==> src/rtl/snake_game_ctrl.sv <==
// -----------------------------------------------------------------------------
// snake_game_ctrl
//
// Game-flow controller for a snake game. It sequences the game through
// RESTART -> START -> PLAY -> DIE, generates the snake step pulse, blinks the
// snake after a collision and manages two timed rewards (protection against
// collisions, and a slower move rate).
//
// Ports
//   clk              single clock
//   rst              synchronous active-high reset
//   key_start        one-cycle start/restart key pulse
//   hit_wall         collision with the playfield border
//   hit_body         collision with the snake's own body
//   req_protected    one-cycle grant of the protection reward
//   req_slowly       one-cycle grant of the slow-motion reward
//   game_status      00 RESTART, 01 START, 10 PLAY, 11 DIE
//   move_tick        one-cycle pulse per snake step
//   die_flash        1 = draw the snake (blinks while dying)
//   reward_protected protection reward active
//   reward_slowly    slow-motion reward active
// -----------------------------------------------------------------------------
module snake_game_ctrl #(
    parameter int TICK_BASE    = 12_500_000,
    parameter int TICK_SLOW    = 25_000_000,
    parameter int FLASH_HALF   = 12_500_000,
    parameter int FLASH_COUNT  = 3,
    parameter int REWARD_MOVES = 20
) (
    input  logic       clk,
    input  logic       rst,
    input  logic       key_start,
    input  logic       hit_wall,
    input  logic       hit_body,
    input  logic       req_protected,
    input  logic       req_slowly,
    output logic [1:0] game_status,
    output logic       move_tick,
    output logic       die_flash,
    output logic       reward_protected,
    output logic       reward_slowly
);

    typedef enum logic [1:0] {
        ST_RESTART = 2'b00,
        ST_START   = 2'b01,
        ST_PLAY    = 2'b10,
        ST_DIE     = 2'b11
    } state_t;

    localparam logic [31:0] TICK_BASE_M1  = 32'(TICK_BASE - 1);
    localparam logic [31:0] TICK_SLOW_M1  = 32'(TICK_SLOW - 1);
    localparam logic [31:0] FLASH_HALF_M1 = 32'(FLASH_HALF - 1);
    // The entry drop to 0 counts as the first toggle, so blinking is over
    // after 2*FLASH_COUNT half-periods.
    localparam logic [31:0] FLASH_HALVES  = 32'(2 * FLASH_COUNT);
    localparam logic [7:0]  REWARD_LOAD   = 8'(REWARD_MOVES);

    state_t      state_q, state_d;
    logic [31:0] tick_cnt_q, tick_cnt_d;
    logic        move_tick_q, move_tick_d;
    logic        die_flash_q, die_flash_d;
    logic [31:0] flash_cnt_q, flash_cnt_d;
    logic [31:0] half_cnt_q, half_cnt_d;
    logic        prot_q, prot_d;
    logic        slow_q, slow_d;
    logic [7:0]  prot_cnt_q, prot_cnt_d;
    logic [7:0]  slow_cnt_q, slow_cnt_d;

    logic [31:0] tick_limit;
    logic        collision;
    logic        blink_done;

    // Period follows the registered slow flag; the >= compare means a switch
    // back to the short period with a large count ticks at once.
    assign tick_limit = slow_q ? TICK_SLOW_M1 : TICK_BASE_M1;
    assign collision  = hit_wall | hit_body;
    assign blink_done = (half_cnt_q >= FLASH_HALVES);

    always_comb begin
        state_d     = state_q;
        tick_cnt_d  = 32'd0;
        move_tick_d = 1'b0;
        die_flash_d = die_flash_q;
        flash_cnt_d = flash_cnt_q;
        half_cnt_d  = half_cnt_q;
        prot_d      = prot_q;
        slow_d      = slow_q;
        prot_cnt_d  = prot_cnt_q;
        slow_cnt_d  = slow_cnt_q;

        case (state_q)
            ST_RESTART: begin
                state_d     = ST_START;
                die_flash_d = 1'b1;
                flash_cnt_d = 32'd0;
                half_cnt_d  = 32'd0;
                prot_d      = 1'b0;
                slow_d      = 1'b0;
                prot_cnt_d  = 8'd0;
                slow_cnt_d  = 8'd0;
            end

            ST_START: begin
                die_flash_d = 1'b1;
                if (key_start) begin
                    state_d = ST_PLAY;
                end
            end

            ST_PLAY: begin
                if (collision && !prot_q) begin
                    // Dying wins over any reward request in the same cycle.
                    state_d     = ST_DIE;
                    die_flash_d = 1'b0;
                    flash_cnt_d = 32'd0;
                    half_cnt_d  = 32'd0;
                    prot_d      = 1'b0;
                    slow_d      = 1'b0;
                    prot_cnt_d  = 8'd0;
                    slow_cnt_d  = 8'd0;
                end else begin
                    if (tick_cnt_q >= tick_limit) begin
                        move_tick_d = 1'b1;
                        tick_cnt_d  = 32'd0;
                    end else begin
                        tick_cnt_d  = tick_cnt_q + 32'd1;
                    end

                    // Rewards count down on the visible step pulse; a new
                    // request reloads and beats a coincident decrement.
                    if (req_protected) begin
                        prot_d     = 1'b1;
                        prot_cnt_d = REWARD_LOAD;
                    end else if (move_tick_q && (prot_cnt_q != 8'd0)) begin
                        prot_cnt_d = prot_cnt_q - 8'd1;
                        if (prot_cnt_q == 8'd1) begin
                            prot_d = 1'b0;
                        end
                    end

                    if (req_slowly) begin
                        slow_d     = 1'b1;
                        slow_cnt_d = REWARD_LOAD;
                    end else if (move_tick_q && (slow_cnt_q != 8'd0)) begin
                        slow_cnt_d = slow_cnt_q - 8'd1;
                        if (slow_cnt_q == 8'd1) begin
                            slow_d = 1'b0;
                        end
                    end
                end
            end

            ST_DIE: begin
                if (blink_done) begin
                    die_flash_d = 1'b1;
                    if (key_start) begin
                        state_d = ST_RESTART;
                    end
                end else if (flash_cnt_q == FLASH_HALF_M1) begin
                    flash_cnt_d = 32'd0;
                    half_cnt_d  = half_cnt_q + 32'd1;
                    // Odd half-periods show the snake; once the last half
                    // ends the snake stays drawn.
                    die_flash_d = half_cnt_d[0] | (half_cnt_d >= FLASH_HALVES);
                end else begin
                    flash_cnt_d = flash_cnt_q + 32'd1;
                end
            end

            default: begin
                state_d = ST_RESTART;
            end
        endcase
    end

    always_ff @(posedge clk) begin
        if (rst) begin
            state_q     <= ST_RESTART;
            tick_cnt_q  <= 32'd0;
            move_tick_q <= 1'b0;
            die_flash_q <= 1'b1;
            flash_cnt_q <= 32'd0;
            half_cnt_q  <= 32'd0;
            prot_q      <= 1'b0;
            slow_q      <= 1'b0;
            prot_cnt_q  <= 8'd0;
            slow_cnt_q  <= 8'd0;
        end else begin
            state_q     <= state_d;
            tick_cnt_q  <= tick_cnt_d;
            move_tick_q <= move_tick_d;
            die_flash_q <= die_flash_d;
            flash_cnt_q <= flash_cnt_d;
            half_cnt_q  <= half_cnt_d;
            prot_q      <= prot_d;
            slow_q      <= slow_d;
            prot_cnt_q  <= prot_cnt_d;
            slow_cnt_q  <= slow_cnt_d;
        end
    end

    assign game_status      = state_q;
    assign move_tick        = move_tick_q;
    assign die_flash        = die_flash_q;
    assign reward_protected = prot_q;
    assign reward_slowly    = slow_q;

endmodule

==> config.mk <==
export PLATFORM = sky130hd
export DESIGN_NAME = snake_game_ctrl
export DESIGN_NICKNAME = d
export VERILOG_FILES = /design/src/rtl/snake_game_ctrl.sv
export SDC_FILE = /design/constraint.sdc
export NUM_CORES = 1
export LEC_CHECK = 0
export ABC_AREA = 1
export CORE_AREA = 2 2 126 128
export DETAILED_ROUTE_END_ITERATION = 16
export DIE_AREA = 0 0 128 130
export PLACE_DENSITY = 0.58
export SLEW_MARGIN = 20
export SYNTH_ARGS = -nofsm -noshare
export SYNTH_HDL_FRONTEND = slang
export SYNTH_SLANG_ARGS = --single-unit
==> constraint.sdc <==
create_clock -name clk -period 5.45 [get_ports clk]
set_input_delay 1.09 -clock clk [delete_from_list [all_inputs] [get_ports clk]]
set_output_delay 1.09 -clock clk [all_outputs]
set_load 0.01 [all_outputs]
After elaboration in Yosys (flattened, before gate mapping)
Cells that the tools add are included.
{"block": "word_totals", "reg_bits": 118, "inputBits": 7, "out_inout_bits": 6, "elab_cells": 94}
{"block": "classes", "n_addsub": 5, "magnitude_cmp": 3, "eq_ne": 17, "mux": 36, "bitwise": 3, "n_reduce_logical": 20}
{"cell": "$pmux 32 s3", "n": 2}
{"cell": "$mux 32", "n": 5}
{"cell": "$add 32x1->32 const B", "n": 3}
{"cell": "$ge 32x3->1 const B", "n": 2}
{"cell": "$mux 8", "n": 6}
{"cell": "$eq 32x24->1 const B", "n": 1}
{"cell": "$ge 32x25->1", "n": 1}
{"cell": "$pmux 8 s2", "n": 2}
{"cell": "$mux 25", "n": 1}
{"cell": "$eq 8x1->1 const B", "n": 2}
{"cell": "$ne 4x4->1 const B", "n": 4}
{"cell": "$reduce_bool 8->1", "n": 2}
{"cell": "$sub 8x1->8 const B", "n": 2}
{"cell": "$mux 1", "n": 12}
{"cell": "$ne 2x2->1 const B", "n": 6}
{"cell": "$reduce_and 3->1", "n": 3}
{"cell": "$mux 2", "n": 4}
{"cell": "$pmux 2 s4", "n": 1}
{"cell": "$reduce_and 4->1", "n": 2}
{"cell": "$reduce_and 2->1", "n": 3}
{"cell": "$eq 2x2->1 const B", "n": 2}
{"cell": "$pmux 1 s2", "n": 2}
{"cell": "$reduce_or 4->1", "n": 1}
{"cell": "$logic_and 1x1->1", "n": 3}
{"cell": "other kinds (11)", "n": 12}

Longest topological paths before layout
Gate-level depths: netlist of the first run.
{"block": "depth", "word_depth": 6, "depth_mapped": 13, "depth_no_buf": 12}

Least setup slack after synthesis of the first run
No wires, ideal clock.
{"block": "synth_timing", "path_kind": "input-to-reg", "start": "in hit_body", "end": "reg flash_cnt_q[10]", "setup_time_ns": 0.070, "arrival_time_ns": 2.146, "required_ns": 5.380, "setup_slack_ns": 3.234, "cell_stages": 8, "n_path_buf": 1, "cell_sequence": "nor2_1 -> nor2_1 -> nor2_1 -> nor2_1 -> nand2_2 -> clkbuf_1 -> nand2_1 -> a21oi_1"}
{"block": "synth_between", "elab_chain_cells": 4}
{"item": "start, declared", "line": "34", "text": "input logic hit_body,"}
{"item": "$or 1x1->1", "line": "77", "text": "assign collision = hit_wall | hit_body;"}
{"item": "$logic_and 1x1->1", "line": "112", "text": "if (collision && !prot_q) begin"}
{"item": "$ne 2x2->1 (no line)"}
{"item": "$reduce_and 3->1 (no line)"}
{"item": "end signal, assigned", "line": "194", "text": "flash_cnt_q <= flash_cnt_d;"}
{"item": "end, declared", "line": "63", "text": "logic [31:0] flash_cnt_q, flash_cnt_d;"}
Every way passes these cells.
A chain may end at the register's enable or synchronous reset.

Worst setup path after layout of the first run
Same ends and word-level chain as after synthesis.

==> results of run 1 <==
[registers in the layout, indices dropped and copies added, names as in the netlist]
name / cells
die_flash: 1
flash_cnt_q: 32
game_status: 2
half_cnt_q: 32
move_tick: 1
prot_cnt_q: 8
reward_protected: 1
reward_slowly: 1
slow_cnt_q: 8
tick_cnt_q: 32
[power breakdown]
| part | internal [µW] | total [µW] | switching (µW) |
|---|---|---|---|
| Clock | 701 | 1130 | 429 |
| Combinational | 208 | 637 | 429 |
| Sequential | 925 | 978 | 52.8 |
[placed cells by master, fill, tap and decap left out, types with 15 or more instances in the layout]
cell type / count
sky130_fd_sc_hd__dfxtp_1: 118
sky130_fd_sc_hd__clkbuf_16: 17
sky130_fd_sc_hd__nor3_1: 48
sky130_fd_sc_hd__nand3_1: 61
sky130_fd_sc_hd__nor2_1: 168
sky130_fd_sc_hd__o21ai_0: 15
sky130_fd_sc_hd__nand4_1: 27
sky130_fd_sc_hd__inv_1: 112
sky130_fd_sc_hd__a21oi_1: 57
sky130_fd_sc_hd__nand2_1: 266
sky130_fd_sc_hd__xor2_1: 28
sky130_fd_sc_hd__ha_1: 22
[worst reg2reg max path, cell delays in order (launching register included)]
cell,delay [ns]
sky130_fd_sc_hd__dfxtp_1,0.49
sky130_fd_sc_hd__inv_1,0.23
sky130_fd_sc_hd__ha_1,0.25
sky130_fd_sc_hd__nor3_1,0.16
sky130_fd_sc_hd__nand3_1,0.11
sky130_fd_sc_hd__a21oi_1,0.14
sky130_fd_sc_hd__o21ai_0,0.12
sky130_fd_sc_hd__nand2_1,0.09
sky130_fd_sc_hd__nand3_1,0.69
sky130_fd_sc_hd__a21oi_1,0.38
[path summary, 6_finish.rpt]
| path | slack (ns) | startpoint | to |
|---|---|---|---|
| max | 2.31 | hit_body | flash_cnt_q[10]$_SDFFE_PP0P_ |
| min reg2reg | 0.44 | tick_cnt_q[0]$_SDFF_PP0_ | tick_cnt_q[0]$_SDFF_PP0_ |
| min | 0.44 | tick_cnt_q[0]$_SDFF_PP0_ | tick_cnt_q[0]$_SDFF_PP0_ |
| max reg2reg | 2.69 | reward_slowly$_SDFFE_PP0P_ | tick_cnt_q[25]$_SDFF_PP0_ |
[synth_stat cells, types with 3 or more instances]
master / n
sky130_fd_sc_hd__o21ai_0: 15
sky130_fd_sc_hd__nand3b_1: 6
sky130_fd_sc_hd__nand3_1: 61
sky130_fd_sc_hd__inv_1: 112
sky130_fd_sc_hd__inv_2: 10
sky130_fd_sc_hd__a21oi_1: 57
sky130_fd_sc_hd__nand3_2: 4
sky130_fd_sc_hd__nand2_4: 3
sky130_fd_sc_hd__ha_1: 22
sky130_fd_sc_hd__nor2_2: 12
sky130_fd_sc_hd__nor3_1: 48
sky130_fd_sc_hd__nand4_1: 27
sky130_fd_sc_hd__clkbuf_1: 10
sky130_fd_sc_hd__xnor2_1: 10
sky130_fd_sc_hd__nor2_4: 6
sky130_fd_sc_hd__nor4_1: 4
sky130_fd_sc_hd__nand2_1: 266
sky130_fd_sc_hd__buf_6: 5
sky130_fd_sc_hd__buf_2: 3
sky130_fd_sc_hd__dfxtp_1: 118
sky130_fd_sc_hd__nor2_1: 168
sky130_fd_sc_hd__or2_2: 3
sky130_fd_sc_hd__xor2_1: 28
sky130_fd_sc_hd__nand2_2: 4
[cells by family after synthesis]
| kind of cell | count (synthesis) | synth area share, % |
|---|---|---|
| XOR/XNOR | 38 | 4.94 |
| AO/OA/AOI/OAI | 80 | 6.29 |
| buffers and inverters | 142 | 8.69 |
| AND/OR/NAND/NOR | 619 | 40.9 |
| adder cells (fa/ha/maj) | 22 | 4.08 |
| other | 1 | 0.0556 |
| flip-flops | 118 | 35.0 |
[area by class of cell]
class                           count  share of cell area, %
Multi-Input combinational cell    765                   50.1
Clock inverter                     13                   1.94
Tap cell                          192                   3.16
Inverter                          123                   6.07
Sequential cell                   118                   31.1
Timing Repair Buffer               13                   1.68
Clock buffer                       19                   5.96
[per-layer routing]
layer / track usage, % / wire, µm / vias up
met3: 3.20 / 494 / 19
met4: 7.76 / 242 / 0
li1: - / - / 3279
met2: 30.8 / 6460 / 87
met1: 28.4 / 8280 / 2665
met5: 0 / 0 / -
[stage by stage]
stage | instances | setup slack, ns | hold slack (ns)
global placement | 1211 | 1.94 | 0.426
CTS | 1243 | 2.29 | 0.445
finish | 1243 | 2.31 | 0.443
detailed placement | 1211 | 1.85 | 0.433
global route | 1243 | 2.01 | 0.461
floorplan | 1025 | 3.23 | 0.418
==> flow_results.org, run 1 <==
** Status
- Status :: finished, final reports clean

** Cells and area
- Total area of multi-input combinational cells :: 3810 µm²
- The repair_antennas step left the layout with diodes totalling 0.
- Of the cells placed in the final design, the portion with a size suffix greater than 1 is 7.71%.
- Summed area of non-filler cells in the final layout :: 7600 µm²
- Fill cell total of the finished layout :: 1601
- Area growth from synthesis to layout :: 12.8%
- Footprint of the flip-flops and latches :: 2360 µm²
- Net count reported at finish :: 1067
- Final core utilization :: 49.3%

** Power and ir drop
- Worst vdd rail ir drop :: 313 µV
- Final total power :: 2750 µW
- Reported leakage power :: 0.00278 µW
- PD cells :: 361 nW/µm²

** Routing
- Initial drt markers :: 392
- After detailed routing, the number of remaining DRC violations is 0.
- In this run the remaining antenna-violating nets after routing total 0.
- The first detailed-routing pass ran for 5 iterations.
- After detailed routing, the number of vias per cell comes to 4.87.
- Total via count after detailed routing :: 6050
- After detailed routing, the average wire length per cell comes to 12.5 µm.
- The routed design has 15500 µm of wire.

** Timing
- Counting I/O delays and the setup requirement, the final critical path takes 3.14 ns.
- Setup repair after global routing left no endpoint under its margin.
- After layout, the worst path uses 57.6% of the clock period.
- For the final database, setup skew stands at 0.00626 ns.
- Derived from the worst setup path, the maximum achievable clock frequency is 319 MHz.
- In this run the tightest slew margin relative to its limit is 31.7%.
- Setup-failing EPs final :: 0
- Worst Tran Pin Value :: 1.02 ns
- The max-slew violation count came to 0.
- Total count of hold-check failures in the final report :: 0
- Setup TNS :: 0 ns

** Logic synthesis
- Combined area of all synthesized cells :: 6740 µm²
- The synthesized design contains 0 enable-type register cells.
- For this run, the number of Yosys warnings is 0.
- Portion of synthesized cell area occupied by the leading cell type :: 35.0%
- Most area-consuming cells after synthesis :: sky130_fd_sc_hd__dfxtp_1, sky130_fd_sc_hd__nand2_1, sky130_fd_sc_hd__nor2_1, sky130_fd_sc_hd__inv_1, sky130_fd_sc_hd__nand3_1
- Post-synthesis cell type with the largest combined area :: sky130_fd_sc_hd__dfxtp_1
- Each instance of the synthesized netlist takes up on average 6.61 µm².
- After synthesis, flip-flops and latches occupy 35.0% of the total area.
- After synthesis, the share of flip-flops with an asynchronous set or reset is 0%.
- The cell count after synthesis came out at 1020.
- The number of different library cells used by synthesis comes to 42.
- Most used DFF post-synth :: sky130_fd_sc_hd__dfxtp_1
- Synth Register Bits :: 118

** Floorplan
- After floorplanning, the core was divided into 46 placement rows.
- Pin placement for this block handled 13 I/O pins.
- Initial Utilization :: 43.7%
- Floorplan die area :: 16600 µm²
- Width of the chip :: 128 µm
- The region available for standard cell placement spans 15400 µm².
- Die height :: 130 µm

** Clock tree
- Clock tree synthesis selected as its root buffer the cell sky130_fd_sc_hd__clkbuf_16.
- Worst-case clock buffer depth :: 2
- Clock-pin slew was measured on the worst setup and hold paths at 0.06 ns.
- Counting the buffers created by CTS gives 17.
- Post-CTS setup repair buffer count :: 0
- CTS tree :: done
- Number of hold-repair buffers added at the cts stage :: 0
- Skew-Pair Late Insertion Delay :: 0.41 ns
- Post-cts gate resize count :: 0
- TritonCTS Sinks :: 118
- In this run the number of H-tree levels came out at 4.

** Critical path
- In this run the number of cells on the critical path is 9.
- The critical path contains buffers and inverters numbering 2 combined.
- At the worst endpoint, the required time is 5.79 ns.
- Arrival time reported for the critical path endpoint :: 3.48 ns
- Type of the worst setup path :: in2reg
- Cell-by-cell listing of the critical path :: clkdlybuf4s50_1, nor2_1, nor2_1, nor2_1, nor2_1, nand2_2, inv_2, nand3_1, a21oi_1
- Setup crit start kind :: input pin
- Largest driver fanout on the critical path :: 34
- STA classifies the critical path endpoint as a register.
- Number of cells traversed by the worst register-to-register path :: 9
- Among all stages on the critical path, the largest delay is contributed by sky130_fd_sc_hd__inv_2.
- Cell class contributing the biggest share of worst-path delay :: simple AND/OR/NAND/NOR gates
- Crit path top cell by count :: sky130_fd_sc_hd__nor2_1
- For this run, the slowest stage of the critical path takes 0.60 ns.

** GRT
- Antenna violations before repair :: 0
- Largest net degree at the start of global routing :: 42
- Wire length of the first global-routing pass :: 27200 µm
- Overall global routing resource usage :: 20.1%
- Global route total overflow :: 0
- The via count of the first global-routing pass is 5705.

** Placement
- Instance area after placement :: 7000 µm²
- The congestion estimate from routability-driven global placement came to 0.841.
- Count of buffers from port buffering :: 12
- Total half-perimeter wirelength after legalization and detailed placement :: 11100 µm

** Worst hold path
- Cells on Worst Hold Path :: 1
- The worst hold path belongs to the class reg2reg.

** Job
- The tool flagged a number of max-cap violations equal to 0.
No activity file was read; power rests on OpenSTA's default activity.
==> inputs of run 2 (changes only) <==
==> constraint.sdc (replaced) <==
create_clock -name clk -period 3.2 [get_ports clk]
set_input_delay 0.64 -clock clk [delete_from_list [all_inputs] [get_ports clk]]
set_output_delay 0.64 -clock clk [all_outputs]
set_load 0.01 [all_outputs]
==> run 2 against run 1 <==
  * Sequential cell count stayed put
  * Clock-buffer cell count is 1 lower
  * Critical path depth is 1 higher
  * Cell area is 1.1% higher
  * First-iteration DRC count is 1.5% higher
  * Critical path type is now reg2reg
  * Largest cell class unchanged
==> flow_results.org, run 2 (synthesis results as in run 1) <==
** Status
- The flow ran to the end, and the final reports show no timing, DRC or antenna violations.

** Cells and area
- Cell Count, Final, Fillers Out :: 1247
- The area growth from synthesis to layout is 14.0%.
- Once layout is done, the placed cells without fillers occupy 7690 µm².
- Commonest non-fill, non-tap cell in the layout :: sky130_fd_sc_hd__nand2_1
- 0 antenna diodes ended up in the layout.
- Net count reported at finish :: 1071
- Largest registers :: flash_cnt_q x32, half_cnt_q x32, tick_cnt_q x32
- Cells fill 49.8% of the core in the end.
- In the final layout, the share of cells above drive strength 1 is 7.96%.
- Leaving out fill and tap cells, the most frequent cells in the layout are sky130_fd_sc_hd__nand2_1, sky130_fd_sc_hd__nor2_1, sky130_fd_sc_hd__dfxtp_1.

** Timing
- Derived from the worst setup path, the maximum achievable clock frequency is 458 MHz.
- Headroom to the max-slew limit came out at 61.2%.
- The final critical path takes up 68.2% of the cycle.
- Unrepaired setup endpoints after global routing :: false
- Total count of hold-check failures in the final report :: 0
- Once routing completed, OpenROAD measured the worst setup slack at 1.02 ns.
- Between clock sinks in the finished design, the worst skew comes to 0.00780 ns.
- Counting I/O delays and the setup requirement, the final critical path takes 2.18 ns.
- Setup violations remaining at the end of the flow were counted as 0.
- Setup TNS :: 0 ns
- Total count of max-transition violations in the final report :: 0
- At the pin with the least slew margin, the transition time is 0.581 ns.

** Critical path
- STA puts the critical path data arrival time at 2.47 ns.
- At the worst endpoint, the required time is 3.49 ns.
- Reg-to-reg setup timing slack :: 1.02 ns
- Largest driver fanout on the critical path :: 26
- Setup crit start kind :: register
- Type of the worst setup path :: reg2reg
- Critical Path Sink Type :: register

** GRT
- The via count of the first global-routing pass came to 5556.
- Global routing used 19.6% of the available tracks across all layers.
- Entering global routing, the biggest net connects 40 pins.
- Global routing finished with a remaining overflow of 0.
- The first global-routing pass estimated 26300 µm of wire.
- The number of antenna violations at the first check in global routing was 0.

** Routing
- Dividing the detail-routed wire length by the instance count gives 12.4 µm.
- Ratio of routed vias to standard cells :: 4.91
- Number of design rule violations left after detail routing :: 0
- Antenna viol nets, final :: 0
- Total via count after detailed routing :: 6125
- Wire length after detailed routing :: 15500 µm
- Number of iterations in the first detailed-routing pass :: 5
- Initial drt markers :: 398

** Power and ir drop
- Net switching is 31.6% of the power.
- Clock network fraction of design power :: 43.5%
- Internal power comes to 3340 µW.
- In this run the power spent charging and discharging nets is 1550 µW.
- Reported leakage power :: 0.00283 µW
- In this run, the combinational gates consume 22.4% of the power.
- Registers are responsible for 34.1% of the overall power.
- PD cells :: 636 nW/µm²
- Worst vdd rail ir drop :: 427 µV

** Clock tree
- At the later pin of the worst-skew pair, clock insertion delay measures 0.42 ns.
- Cell at the root of the clock tree :: sky130_fd_sc_hd__clkbuf_16
- The H-tree was split into 4 levels.
- Hold repair after CTS inserted 0 buffers.
- Post-cts gate resize count :: 0
- TritonCTS built the clock tree.
- After clock tree synthesis, the setup repair step added 0 buffers.
- TritonCTS Sinks :: 118
- Buffers inserted during clock tree synthesis total 17.
- Worst-case clock buffer depth :: 2
- Clk slew on worst S/H paths :: 0.06 ns

** Placement
- Placed cells :: 1215
- Routability-driven placement finished with a final weighted congestion of 0.900.
- Instance area after placement :: 7030 µm²
- Setup WS pre-CTS :: 0.596 ns
- The count of buffers added on input and output ports is 12.
- The HPWL after detailed placement is 11200 µm.

** Floorplan
- The floorplan step defined a core boundary enclosing 15400 µm².
- The floorplan step set the die height to 130 µm.
- The die covers 16600 µm².
- Initial Utilization :: 43.7%
- During I/O placement, the number of pins put on the boundary was 13.
- The floorplan has 46 rows.
- Width of the chip :: 128 µm

** Worst hold path
- In this run the worst hold path is classified as reg2reg.

** Job
- Maximum capacitance violations :: 0
run 2: cell count changes in the layout (fill, tap and decap cells not counted), sizes merged:
cell      previous run  this run
buf                  1         5
inv                124       126
clkinv               6         4
clkbuf              19        18
clkinvlp             4         2
bufinv               2         5
run 2: stage by stage:
| step | total power, µW | hold slack (ns) |
|---|---|---|
| finish | 4890 | 0.448 |
| floorplan | 2580 | 0.418 |
| CTS | 4940 | 0.446 |
| global route | 5150 | 0.472 |
| global placement | 2800 | 0.432 |
| detailed placement | 2790 | 0.435 |
run 2: worst max-delay path, cell delays in order (launching register included):
cell,delay (ns)
sky130_fd_sc_hd__dfxtp_1,0.49
sky130_fd_sc_hd__inv_1,0.23
sky130_fd_sc_hd__ha_1,0.33
sky130_fd_sc_hd__nand3_1,0.08
sky130_fd_sc_hd__nand3_1,0.07
sky130_fd_sc_hd__a21oi_1,0.06
sky130_fd_sc_hd__o21ai_0,0.23
sky130_fd_sc_hd__nand2_1,0.11
sky130_fd_sc_hd__nand3_1,0.08
sky130_fd_sc_hd__buf_4,0.29
sky130_fd_sc_hd__nor3_1,0.08
run 2: path summary, 6_finish.rpt:
path	cells past startpoint	end	from
setup / recovery	10	tick_cnt_q[19]$_SDFF_PP0_	reward_slowly$_SDFFE_PP0P_
hold / removal	1	tick_cnt_q[0]$_SDFF_PP0_	tick_cnt_q[0]$_SDFF_PP0_
setup reg to reg	10	tick_cnt_q[19]$_SDFF_PP0_	reward_slowly$_SDFFE_PP0P_
hold reg to reg	1	tick_cnt_q[0]$_SDFF_PP0_	tick_cnt_q[0]$_SDFF_PP0_
run 2: power groups by stage:
stage / Combinational (µW) / Sequential (µW) / Clock, µW
floorplan: 895 / 1680 / 0
global placement: 1100 / 1700 / 0
detailed placement: 1090 / 1700 / 0
CTS: 1100 / 1670 / 2170
global route: 1250 / 1680 / 2220
finish: 1090 / 1670 / 2130
run 2: layout make-up:
cell class,count,area (µm²)
Clock buffer,18,429
Clock inverter,14,223
Fill cell,1645,7740
Inverter,123,462
Multi-Input combinational cell,765,3810
Sequential cell,118,2360
Tap cell,192,240
Timing Repair Buffer,17,158
run 2: routing by layer:
layer | part of all wire [%] | global-route usage (%) | vias up | wire length [µm]
li1 | - | - | 3292 | -
met1 | 51 | 27.3 | 2702 | 7940
met2 | 43 | 30.4 | 109 | 6640
met3 | 4.7 | 4.31 | 22 | 722
met4 | 1.4 | 6.14 | 0 | 214
met5 | 0 | 0 | - | 0
